**config.mk**
```make
export PLATFORM = sky130hd
export DESIGN_NAME = opcode_exec_unit
export DESIGN_NICKNAME = d
export VERILOG_FILES = /design/src/rtl/cpu_pkg.sv /design/src/rtl/cpu_regfile.sv /design/src/rtl/opcode_exec_unit.sv
export SDC_FILE = /design/constraint.sdc
export NUM_CORES = 1
export LEC_CHECK = 0
export ABC_AREA = 1
export CAP_MARGIN = 25
export CORE_ASPECT_RATIO = 1.2
export CORE_UTILIZATION = 45
export DETAILED_ROUTE_END_ITERATION = 10
export SYNTH_ARGS = -nofsm -noshare
export SYNTH_HDL_FRONTEND = slang
export SYNTH_SLANG_ARGS = --single-unit
```
**constraint.sdc**
```tcl
create_clock -name clk -period 4.17 [get_ports clk]
set_input_delay 1.251 -clock clk [delete_from_list [all_inputs] [get_ports clk]]
set_output_delay 1.251 -clock clk [all_outputs]
set_load 0.005 [all_outputs]
```
**src/rtl/cpu_pkg.sv**
```systemverilog
// Shared definitions for the execute stage: opcode values, instruction
// field positions, FSM state encoding and register-file geometry.
package cpu_pkg;

    localparam int NUM_REGS = 16;
    localparam int REG_AW   = 4;
    localparam int OPC_W    = 12;

    // Instruction layout {op[11:8], a[7:4], b[3:0]}
    localparam int OP_MSB = 11;
    localparam int OP_LSB = 8;
    localparam int A_MSB  = 7;
    localparam int A_LSB  = 4;
    localparam int B_MSB  = 3;
    localparam int B_LSB  = 0;

    localparam logic [3:0] OP_SET   = 4'b0000;
    localparam logic [3:0] OP_COPY  = 4'b0001;
    localparam logic [3:0] OP_ADD   = 4'b0010;
    localparam logic [3:0] OP_DEC   = 4'b0101;
    localparam logic [3:0] OP_SKIPZ = 4'b1001;

    typedef enum logic {
        EXEC = 1'b0,
        SKIP = 1'b1
    } exec_state_e;

    function automatic logic [3:0] op_field(input logic [OPC_W-1:0] opc);
        return opc[OP_MSB:OP_LSB];
    endfunction

    function automatic logic [REG_AW-1:0] a_field(input logic [OPC_W-1:0] opc);
        return opc[A_MSB:A_LSB];
    endfunction

    function automatic logic [REG_AW-1:0] b_field(input logic [OPC_W-1:0] opc);
        return opc[B_MSB:B_LSB];
    endfunction

endpackage

```
**src/rtl/cpu_regfile.sv**
```systemverilog
// 16-entry register file: one synchronous write port, two combinational
// read ports for the operands and a combinational debug read port.
// Cleared asynchronously while reset is low.
module cpu_regfile
    import cpu_pkg::*;
#(
    parameter int DATA_W = 8
) (
    input  logic              clk,
    input  logic              reset,
    input  logic              we,
    input  logic [REG_AW-1:0] waddr,
    input  logic [DATA_W-1:0] wdata,
    input  logic [REG_AW-1:0] raddr_a,
    output logic [DATA_W-1:0] rdata_a,
    input  logic [REG_AW-1:0] raddr_b,
    output logic [DATA_W-1:0] rdata_b,
    input  logic [REG_AW-1:0] dbg_addr,
    output logic [DATA_W-1:0] dbg_data
);

    logic [DATA_W-1:0] regs [NUM_REGS];

    generate
        for (genvar gi = 0; gi < NUM_REGS; gi++) begin : g_reg
            logic [DATA_W-1:0] reg_q;
            logic [DATA_W-1:0] reg_d;

            // Load the write data only when this entry is addressed
            always_comb begin
                reg_d = reg_q;
                if (we && (waddr == REG_AW'(gi))) begin
                    reg_d = wdata;
                end
            end

            // Register storage with asynchronous clear
            always_ff @(posedge clk or negedge reset) begin
                if (!reset) begin
                    reg_q <= '0;
                end else begin
                    reg_q <= reg_d;
                end
            end

            assign regs[gi] = reg_q;
        end
    endgenerate

    assign rdata_a  = regs[raddr_a];
    assign rdata_b  = regs[raddr_b];
    assign dbg_data = regs[dbg_addr];

endmodule

```
**src/rtl/opcode_exec_unit.sv**
```systemverilog
// Execute stage: decodes one opcode per rising edge, updates the register
// file, tracks the skip-next state and mirrors register OUT_REG to result.
module opcode_exec_unit
    import cpu_pkg::*;
#(
    parameter int DATA_W  = 8,
    parameter int OUT_REG = 15
) (
    input  logic              clk,
    input  logic              reset,
    input  logic [OPC_W-1:0]  opcode,
    input  logic              opcode_valid,
    output logic              ready,
    output logic [DATA_W-1:0] result,
    output logic              result_valid,
    output logic              skip_pending,
    output logic              illegal,
    input  logic [REG_AW-1:0] dbg_addr,
    output logic [DATA_W-1:0] dbg_data
);

    exec_state_e       state_q, state_d;
    logic [DATA_W-1:0] result_q, result_d;
    logic              result_valid_q, result_valid_d;
    logic              illegal_q, illegal_d;
    logic              ready_q, ready_d;

    logic [3:0]        op;
    logic [REG_AW-1:0] a_idx;
    logic [REG_AW-1:0] b_idx;
    logic [DATA_W-1:0] rdata_a;
    logic [DATA_W-1:0] rdata_b;
    logic              wr_en;
    logic [DATA_W-1:0] wr_data;

    assign op    = op_field(opcode);
    assign a_idx = a_field(opcode);
    assign b_idx = b_field(opcode);

    cpu_regfile #(
        .DATA_W (DATA_W)
    ) u_regfile (
        .clk      (clk),
        .reset    (reset),
        .we       (wr_en),
        .waddr    (a_idx),
        .wdata    (wr_data),
        .raddr_a  (a_idx),
        .rdata_a  (rdata_a),
        .raddr_b  (b_idx),
        .rdata_b  (rdata_b),
        .dbg_addr (dbg_addr),
        .dbg_data (dbg_data)
    );

    // Decode, next-state and write-port control; a discarded opcode in SKIP
    // has no side effect other than returning to EXEC
    always_comb begin
        state_d        = state_q;
        illegal_d      = illegal_q;
        result_d       = result_q;
        result_valid_d = 1'b0;
        ready_d        = 1'b1;
        wr_en          = 1'b0;
        wr_data        = '0;

        if (opcode_valid) begin
            case (state_q)
                EXEC: begin
                    case (op)
                        OP_SET: begin
                            wr_en   = 1'b1;
                            wr_data = DATA_W'(b_idx);
                        end
                        OP_COPY: begin
                            wr_en   = 1'b1;
                            wr_data = rdata_b;
                        end
                        OP_ADD: begin
                            wr_en   = 1'b1;
                            wr_data = rdata_a + rdata_b;
                        end
                        OP_DEC: begin
                            wr_en   = 1'b1;
                            wr_data = rdata_a - DATA_W'(1);
                        end
                        OP_SKIPZ: begin
                            if (rdata_b == '0) begin
                                state_d = SKIP;
                            end
                        end
                        default: begin
                            illegal_d = 1'b1;
                        end
                    endcase
                end
                SKIP: begin
                    state_d = EXEC;
                end
                default: begin
                    state_d = EXEC;
                end
            endcase
        end

        // Mirror the output register on the same edge it is written
        if (wr_en && (a_idx == REG_AW'(OUT_REG))) begin
            result_d       = wr_data;
            result_valid_d = 1'b1;
        end
    end

    // State and output registers, all cleared asynchronously
    always_ff @(posedge clk or negedge reset) begin
        if (!reset) begin
            state_q        <= EXEC;
            result_q       <= '0;
            result_valid_q <= 1'b0;
            illegal_q      <= 1'b0;
            ready_q        <= 1'b0;
        end else begin
            state_q        <= state_d;
            result_q       <= result_d;
            result_valid_q <= result_valid_d;
            illegal_q      <= illegal_d;
            ready_q        <= ready_d;
        end
    end

    assign ready        = ready_q;
    assign result       = result_q;
    assign result_valid = result_valid_q;
    assign illegal      = illegal_q;
    assign skip_pending = (state_q == SKIP);

endmodule

```
==> impl_metrics.env, run 1 <==
export IMPL_final_nets=1494
export IMPL_synth_nets=1359
export IMPL_min_path_type="flop to flop"
export IMPL_grt_max_degree=85
export IMPL_dp_cells=1688
export IMPL_dp_hpwl_um=25200
export IMPL_viasPerCell=5.78
export IMPL_met2WireLength_um=16800
export IMPL_cts_buffer_depth=2
export IMPL_worstReg2RegStart="u_regfile.g_reg[7].reg_q[1]$_DFFE_PN0P_"
export IMPL_dieArea_um2=21000
export IMPL_rrSetupSlack_ps=740
export IMPL_cts_tree="built"
export IMPL_cp_endpoint="u_regfile.g_reg[8].reg_q[7]$_DFFE_PN0P_"
export IMPL_drt_first_pass_iters=6
export IMPL_synth_fa_ha_area_share_pct=1.30
export IMPL_hold_ws_ps=477
export IMPL_dieWidth_um=133
export IMPL_gp_congestion=1.01
export IMPL_hold_buffers=0
export IMPL_avgRoutedWirePerCell_um=20.2
export IMPL_min_period_ps=4120
export IMPL_num_io_pins=39
export IMPL_peakVddDrop_mv=0.288
export IMPL_stdcell_count=1740
export IMPL_path_max_fanout=8
export IMPL_wl_met1_um=14100
export IMPL_cp_startpoint="opcode[7]"
export IMPL_wl_met3_um=2480
export IMPL_yosysTopAreaCellShare_pct=35.9
export IMPL_final_hold_violation_count=0
export IMPL_drt_iter0_markers=888
export IMPL_synth_seq_cells=132
export IMPL_r2r_end="u_regfile.g_reg[10].reg_q[5]$_DFFE_PN0P_"
export IMPL_startpoint_type="primary input"
export IMPL_grt_pass1_vias=9646
export IMPL_worst_pin_slew_ps=799
export IMPL_grt_pass1_wl_um=54400
export IMPL_yosysTopAreaCell="dfrtp_1"
export IMPL_cp_cell_sequence="clkdlybuf4s50_1 -> buf_4 -> nand2_2 -> clkinvlp_4 -> buf_4 -> buf_4 -> o21ai_0 -> nand4_1 -> ha_4 -> a21oi_4 -> o31ai_4 -> a21oi_2 -> xor2_1 -> nand4_1 -> buf_6 -> nand3_4 -> nand3_2 -> nand2_2 -> inv_1"
export IMPL_grt_total_usage_pct=33.8
export IMPL_synth_warnings=0
export IMPL_crit_arrival_ps=4440
export IMPL_vias=10000
export IMPL_antenna_cells=0
export IMPL_tns_ps=0
export IMPL_finalSetupViolCount=0
export IMPL_synth_compound_area_share_pct=25.1
export IMPL_p_leak_nw=5.34
export IMPL_worstSetupPathType="primary input to flop"
export IMPL_yosys_cell_types_count=49
export IMPL_most_common_layout_cells="nand2_1 (304), inv_1 (164), o21ai_0 (159)"
export IMPL_syn_cell_area_um2=9210
export IMPL_initial_utilization_pct=46.4
export IMPL_clk_pin_slew_ps=60
export IMPL_slew_headroom_pct=46.7
export IMPL_ys_top_cells_by_area="dfrtp_1 (36%), nand2_1 (13%), o21ai_0 (9.1%)"
export IMPL_grt_overflow=0
export IMPL_maxCapViolations=0
export IMPL_synth_cells=1331
export IMPL_ys_seq_area_share_pct=35.9
export IMPL_min_period_over_period_pct=98.7
export IMPL_synth_top_family_by_area="simple AND/OR/NAND/NOR gates"
export IMPL_synth_mux_area_share_pct=0
export IMPL_top_layer_used="met4"
export IMPL_power_density_nw_per_um2=360
export IMPL_synthSimpleGateAreaFrac_pct=25.3
export IMPL_rows=56
export IMPL_cts_root_buf="clkbuf_16"
export IMPL_core_um2=19800
export IMPL_syn2layout_area_growth_pct=29.1
export IMPL_antenna_found_initial=0
export IMPL_r2r_cells=22
export IMPL_drcViolationCount=0
export IMPL_routed_wl_um=35200
export IMPL_clkSinkCount=132
export IMPL_critPathSlowestCell="clkdlybuf4s50_1"
export IMPL_postRouteAntennaNets=0
export IMPL_drive_gt1_share_pct=21.9
export IMPL_cts_inserted_buffers=17
export IMPL_die_h_um=159
export IMPL_critPathMaxStageDelay_ps=460
export IMPL_cp_common_cell="buf_4"
export IMPL_port_buffers=38
export IMPL_crit_required_ps=4500
export IMPL_final_max_slew_violation_count=0
export IMPL_cp_end_kind="flop"
export IMPL_clk_latency_ps=430
export IMPL_synth_xor_area_share_pct=0.0951
export IMPL_synth_area_per_cell_um2=6.92
export IMPL_fmax_mhz=243
export IMPL_skew_ps=11.2
export IMPL_layout_commonest_cell="nand2_1"
export IMPL_status="finished, final reports clean"
export IMPL_cts_max_level=4
synthesized netlist by cell type, drive strengths merged:
| cell | instances |
|---|---|
| o22ai | 40 |
| clkbuf | 36 |
| nor3 | 3 |
| a21o | 1 |
| ha | 8 |
| nand2 | 318 |
| nor3b | 1 |
| or2 | 10 |
| a221oi | 2 |
| clkinv | 4 |
| conb | 1 |
| o221ai | 21 |
| nor2 | 42 |
| o31ai | 2 |
| fa | 1 |
| o21ai | 232 |
| nand3 | 123 |
| a31o | 1 |
| buf | 37 |
| a21oi | 90 |
| nand4 | 7 |
| xor2 | 1 |
| a32oi | 3 |
| a22oi | 13 |
| inv | 197 |
| o211ai | 4 |
| o32ai | 1 |
| dfrtp | 132 |
metrics by stage:
step           utilization, %  setup slack [ps]  total power, mW  area [um2]
3_5_place_dp             54.2              -728             2.62       10800
6_report                 60.0              53.1             4.28       11900
3_3_place_gp             54.2              -649             2.61       10800
5_1_grt                  60.0             -63.5             4.47       11900
2_1_floorplan               -             0.567             2.16        9270
4_1_cts                  57.9              14.2             4.19       11500
worst max-delay path, delay by kind of cell:
family                     cells  cell delay [ps]
AOI/OAI and AO/OA              4              510
buffers and inverters          7             1300
xor gates and xnor gates       1              200
and+or+nand+nor                6              830
adders and majority gates      1              350
where the power goes:
part	switching [mW]	total [mW]	internal, mW	leakage (nW)
sequential	0.0868	1.52	1.43	1.62
combinational	0.740	1.22	0.479	3.44
clock	0.647	1.54	0.890	0.275
what timing repair did:
item / in CTS / in global routing
gates resized for setup: 23 / 87
setup endpoints to repair: 82 / 72
cloned: 2 / 2
hold endpoints to repair: 0 / 0
buffers inserted: 4 / 12
pin swaps: 6 / 31
sequential cells by signal, summed over array words and instances, names as in the netlist:
register	count
result_valid	1
skip_pending	1
u_regfile.g.reg_q	128
illegal	1
ready	1
cell type report:
type / count / area, um2
flip-flops and latches: 132 / 3300
fillers: 1846 / 7940
clock inverters: 13 / 149
well taps: 261 / 327
clock buffers: 19 / 433
multi-input cells: 926 / 5090
repair buffers: 188 / 1810
inverters: 201 / 779
per-layer routing:
layer / up-vias / track usage [%]
met1: 4694 / 42.2
met4: 0 / 18.4
li1: 4720 / -
met5: - / 0
met3: 124 / 5.30
met2: 511 / 55.5
how the worst min path moves through the flow:
stage,from,depth (start not counted),end
after floorplan,u_regfile.g_reg[11].reg_q[2]$_DFFE_PN0P_,2,u_regfile.g_reg[11].reg_q[2]$_DFFE_PN0P_
after global placement,illegal$_DFFE_PN0P_,1,illegal$_DFFE_PN0P_
after detailed placement,illegal$_DFFE_PN0P_,1,illegal$_DFFE_PN0P_
after CTS,illegal$_DFFE_PN0P_,1,illegal$_DFFE_PN0P_
after global routing,u_regfile.g_reg[11].reg_q[6]$_DFFE_PN0P_,2,u_regfile.g_reg[11].reg_q[6]$_DFFE_PN0P_
final,illegal$_DFFE_PN0P_,1,illegal$_DFFE_PN0P_
cell families after synthesis:
family | count (synthesis)
buffers and inverters | 274
AND/OR/NAND/NOR | 504
XOR/XNOR | 1
flip-flops | 132
adder cells (fa/ha/maj) | 9
AO/OA/AOI/OAI | 410
other | 1
Note: power is estimated with default switching activity, not from simulation.
==> inputs of run 2 (changes only) <==
--- a/config.mk
+++ b/config.mk
@@ -9,7 +9,9 @@
 export CAP_MARGIN = 25
 export CORE_ASPECT_RATIO = 1.2
 export CORE_UTILIZATION = 45
+export CTS_BUF_LIST = sky130_fd_sc_hd__clkbuf_4 sky130_fd_sc_hd__clkbuf_8
 export DETAILED_ROUTE_END_ITERATION = 10
+export MAX_ROUTING_LAYER = met4
 export SYNTH_ARGS = -nofsm -noshare
 export SYNTH_HDL_FRONTEND = slang
 export SYNTH_SLANG_ARGS = --single-unit
==> impl_metrics.env, run 2 (same netlist as run 1, synthesis figures left out) <==
export IMPL_port_buffers=38
export IMPL_netSwitchingPower_mw=1.42
export IMPL_grt_pass1_vias=9602
export IMPL_power_internal_mw=2.38
export IMPL_power_density_nw_per_um2=331
export IMPL_tns_ps=0
export IMPL_grt_total_usage_pct=34.6
export IMPL_die_h_um=159
export IMPL_most_common_layout_cells="nand2_1 (305), inv_1 (164), o21ai_0 (155)"
export IMPL_power_frac_comb_pct=30.8
export IMPL_largest_register="u_regfile.g.reg_q"
export IMPL_r2r_end="u_regfile.g_reg[13].reg_q[7]$_DFFE_PN0P_"
export IMPL_drt_iter0_markers=1027
export IMPL_clkSinkCount=132
export IMPL_antenna_cells=0
export IMPL_worstSetupPathType="primary input to primary output"
export IMPL_finalSetupViolCount=0
export IMPL_peakVddDrop_mv=0.255
export IMPL_drcViolationCount=0
export IMPL_final_max_slew_violation_count=0
export IMPL_min_period_ps=4100
export IMPL_final_hold_violation_count=0
export IMPL_p_clk_share_pct=29.4
export IMPL_num_io_pins=39
export IMPL_path_max_fanout=5
export IMPL_final_nets=1482
export IMPL_p_leak_nw=5.18
export IMPL_worstHoldEndpoint="illegal$_DFFE_PN0P_"
export IMPL_skew_ps=15.8
export IMPL_worstReg2RegStart="u_regfile.g_reg[1].reg_q[0]$_DFFE_PN0P_"
export IMPL_vias=9911
export IMPL_viasPerCell=5.74
export IMPL_syn2layout_area_growth_pct=24.7
export IMPL_r2r_cells=24
export IMPL_stdcell_count=1728
export IMPL_dieArea_um2=21000
export IMPL_whs_path_depth=1
export IMPL_status="finished, final reports clean"
export IMPL_cts_max_level=4
export IMPL_dp_hpwl_um=25500
export IMPL_rrSetupSlack_ps=780
export IMPL_slew_headroom_pct=53.4
export IMPL_cp_end_kind="primary output"
export IMPL_drt_first_pass_iters=5
export IMPL_fmax_mhz=244
export IMPL_layout_commonest_cell="nand2_1"
export IMPL_grt_overflow=0
export IMPL_postRouteAntennaNets=0
export IMPL_cts_tree="built"
export IMPL_clk_latency_ps=470
export IMPL_startpoint_type="primary input"
export IMPL_maxCapViolations=0
export IMPL_grt_pass1_wl_um=54200
export IMPL_multi_input_area_um2=5000
export IMPL_drive_gt1_share_pct=20.4
export IMPL_fin_util_pct=57.9
export IMPL_fill_cells=1921
export IMPL_initial_utilization_pct=46.4
export IMPL_crit_arrival_ps=2850
export IMPL_gp_congestion=0.972
export IMPL_cts_inserted_buffers=17
export IMPL_crit_required_ps=2920
export IMPL_dp_cells=1686
export IMPL_avgRoutedWirePerCell_um=20.1
export IMPL_worst_pin_slew_ps=699
export IMPL_grt_max_degree=61
export IMPL_min_period_over_period_pct=98.3
export IMPL_p_seq_share_pct=39.9
export IMPL_largest_reg_flops=128
export IMPL_placed_area_um2=10700
export IMPL_hold_start="illegal$_DFFE_PN0P_"
export IMPL_regArea_um2=3300
export IMPL_core_um2=19800
export IMPL_rows=56
export IMPL_min_path_type="flop to flop"
export IMPL_cts_root_buf="clkbuf_8"
export IMPL_dieWidth_um=133
export IMPL_clk_pin_slew_ps=90
export IMPL_finish_instance_area_um2=11500
export IMPL_cts_buffer_depth=2
export IMPL_swShare_pct=37.3
export IMPL_antenna_found_initial=0
export IMPL_routed_wl_um=34800
-- run 2: cell types whose count changed in the layout (fill, tap and decap cells not counted), sizes merged --
| cell | change |
|---|---|
| dlymetal6s2s | -1 |
| buf | -13 |
| dlygate4sd2 | +2 |
| bufinv | -1 |
| clkinvlp | -3 |
| clkbuf | -3 |
| clkdlybuf4s15 | +2 |
| clkinv | +4 |
| inv | +1 |
-- run 2: per-layer routing --
metal  wire length (um)  vias up  GRT usage [%]
met5                  0        -              -
li1                   -     4697              -
met3               2340      118           6.13
met2              16700      448           55.8
met4               1530        0           16.0
met1              14200     4648           41.9
-- run 2: stage by stage --
| step | setup slack (ps) | hold WS (ps) | power [mW] |
|---|---|---|---|
| after floorplan | 0.567 | 453 | 2.16 |
| after global placement | -694 | 457 | 2.61 |
| after detailed placement | -692 | 469 | 2.62 |
| after CTS | 2.47 | 495 | 3.75 |
| after global routing | -32.6 | 512 | 4.00 |
| final | 69.2 | 486 | 3.81 |
-- run 2: layout make-up --
| class | count | area share (%) |
|---|---|---|
| Inverter | 201 | 6.71 |
| Sequential cell | 132 | 28.8 |
| Clock inverter | 14 | 1.24 |
| Tap cell | 261 | 2.84 |
| Multi-Input combinational cell | 926 | 43.6 |
| Clock buffer | 18 | 2.16 |
| Timing Repair Buffer | 176 | 14.7 |
-- run 2: worst max-delay path by stage --
stage / startpoint / to / slack (ps) / depth (start not counted)
global placement: opcode[4] / u_regfile.g_reg[10].reg_q[5]$_DFFE_PN0P_ / -690 / 17
detailed placement: opcode[4] / u_regfile.g_reg[1].reg_q[6]$_DFFE_PN0P_ / -690 / 21
global route: opcode[0] / u_regfile.g_reg[13].reg_q[7]$_DFFE_PN0P_ / -30 / 25
finish: dbg_addr[1] / dbg_data[3] / 70 / 7
CTS: dbg_addr[2] / dbg_data[0] / 2 / 7
floorplan: opcode[0] / u_regfile.g_reg[1].reg_q[6]$_DFFE_PN0P_ / 0.6 / 26
-- run 2: critical path, stage by stage --
cell and delay [ps]:
buf_2 220, inv_1 190, buf_4 210, o21ai_0 190, o221ai_1 190, nand2_1 100, clkdlybuf4s50_1 490
-- run 2: timing repair --
item	in CTS	in global routing
gates resized for setup	26	67
hold buffers	0	0
setup buffers	1	6
pin swaps	4	24
endpoints found under the hold margin	0	0
endpoints found under the setup margin	73	71
cloned	1	2
-- run 2: power by group through the flow --
stage                     Combinational, mW  Sequential, mW  Clock [mW]
after floorplan                       0.651            1.51           0
after global placement                 1.08            1.54           0
after detailed placement               1.08            1.54           0
after CTS                              1.10            1.51        1.13
after global routing                   1.29            1.53        1.18
final                                  1.17            1.52        1.12
==> RTL change, RTL diff (config.mk and constraints of run 1) <==
`result_q` no longer has a reset.
--- a/src/rtl/opcode_exec_unit.sv
+++ b/src/rtl/opcode_exec_unit.sv
@@ -116,3 +116,2 @@
             state_q        <= EXEC;
-            result_q       <= '0;
             result_valid_q <= 1'b0;
@@ -122,3 +121,2 @@
             state_q        <= state_d;
-            result_q       <= result_d;
             result_valid_q <= result_valid_d;
@@ -127,2 +125,6 @@
         end
+    end
+
+    always_ff @(posedge clk) begin
+        result_q <= result_d;
     end
Function: changed (a bounded check fails within 4 cycles, from zero or initial values and one cycle with reset low).
==> RTL change against run 1 <==
Sequential cell count rose by 8; cell area rose by 3.3%; critical path depth fell by 11; setup slack got worse by 0.051 ns; combinational power rose by 7%; clock power rose by 3%; wire length rose by 4.7%; power rose by 5.7%; area after synthesis rose by 3.7%; critical endpoint is now dbg_data[4].
==> RTL change: results (changes against run 1) <==
static leakage: 5.53 nW (+3.6%)
Seq/Total Area, Yosys: 37.1% (+1.3 points)
# fillers: 1,949 (+5.6%)
Synth async-reset ratio: 94.3% (-5.7 points)
via/cell ratio: 5.80 (+0.42%)
DP Worst Slack: -0.903 ns (-0.175 ns)
Slew headroom: 39.5% (-7.2 points)
period utilization: 100% (+1.2 points)
fraction of area in registers: 28.9% (+1.1 points)
gpl congestion: 0.964 (-4.6%)
H-tree lvl count: 4 (unchanged)
Hold WS: 0.483 ns (+0.00642 ns)
Worst-path clk slew: 0.06 ns (about the same)
r2r setup slk: 0.79 ns (+0.05 ns)
clk cell area share: 4.87% (-0.023 points)
xor and xnor area share after synthesis: 0.184% (+0.088 points)
Int Power: 2.96 mW (+5.7%)
most common library cells after synthesis: nand2_1 (288), o21ai_0 (182), inv_1 (172)
Slowest Stage Delay on Critical Path: 0.50 ns (+0.04 ns)
drt first-iter violations: 1,166 (+31%)
status: completed
synth unique cells: 53 (+8.2%)
buffer share of cell area: 16.4% (+1.2 points)
GR Layer Usage met3: 5.49% (+0.19 points)
global-route wire length before repair: 55.9 mm (+2.7%)
Crit Path Max Fanout: 12 (+4)
Crit Reg-Reg Startpoint: u_regfile.g_reg[9].reg_q[0]$_DFFE_PN0P_
drt pass-1 iters: 6 (unchanged)
vias in the first global route: 9,438 (-2.2%)
total track usage: 34.5% (+0.73 points)
syn nets: 1,380 (+1.5%)
footprint of the multi-input gates: 0.00503 mm² (-1.3%)
number of synthesized flops with an enable pin: 8 (+8)
end of the worst hold path: illegal$_DFFE_PN0P_
Inverters: 195 (-3.0%)
Synth Area in Compound Gates: 24.4% (-0.65 points)
met1 usage: 47.7% (+5.5 points)
worst vdd ir: 0.312 mV (+8.3%)
fin nets: 1,526 (+2.1%)
Routed WL per cell: 20.7 µm (+2.3%)
Reg2Reg Depth: 24 (+9.1%)
met3 wire len: 3.30 mm (+33%)
number of synthesized register bits: 140 (+6.1%)
Critical Path Source: dbg_addr[1]
Synth Area in Adders: 1.26% (-0.046 points)
reg-to-reg endpoint: u_regfile.g_reg[15].reg_q[7]$_DFFE_PN0P_
Setup Skew: 0.00884 ns (-0.00240 ns)
share of cells above drive strength 1: 21.0% (-0.93 points)
met2 wire length: 16.4 mm (-1.9%)
Met1 Routed Length: 15.4 mm (+9.4%)
RTL change: cell families after synthesis:
group	after synthesis
buffers and inverters	275
adder cells (fa/ha/maj)	9
XOR/XNOR	2
AND/OR/NAND/NOR	504
flip-flops	140
AO/OA/AOI/OAI	421
other	1
RTL change: per-stage QoR:
step	cells	utilization, %	cell area (µm²)
finish	1781	58.8	12300
CTS	1769	57.2	12000
global route	1781	58.8	12300
detailed placement	1734	53.8	11200
global placement	1734	53.8	11200
floorplan	1352	-	9580
RTL change: power groups by stage:
| stage | combinational [mW] | clock [mW] | sequential [mW] |
|---|---|---|---|
| after floorplan | 0.743 | 0 | 1.62 |
| after global placement | 1.16 | 0 | 1.65 |
| after detailed placement | 1.17 | 0 | 1.65 |
| after CTS | 1.21 | 1.61 | 1.62 |
| after global routing | 1.43 | 1.65 | 1.64 |
| final | 1.30 | 1.59 | 1.63 |
RTL change: timing repair:
action,in CTS,in global routing
buffers inserted,1,9
resized for setup,26,85
gates cloned,2,3
pin swaps,4,20
setup endpoints to repair,111,86
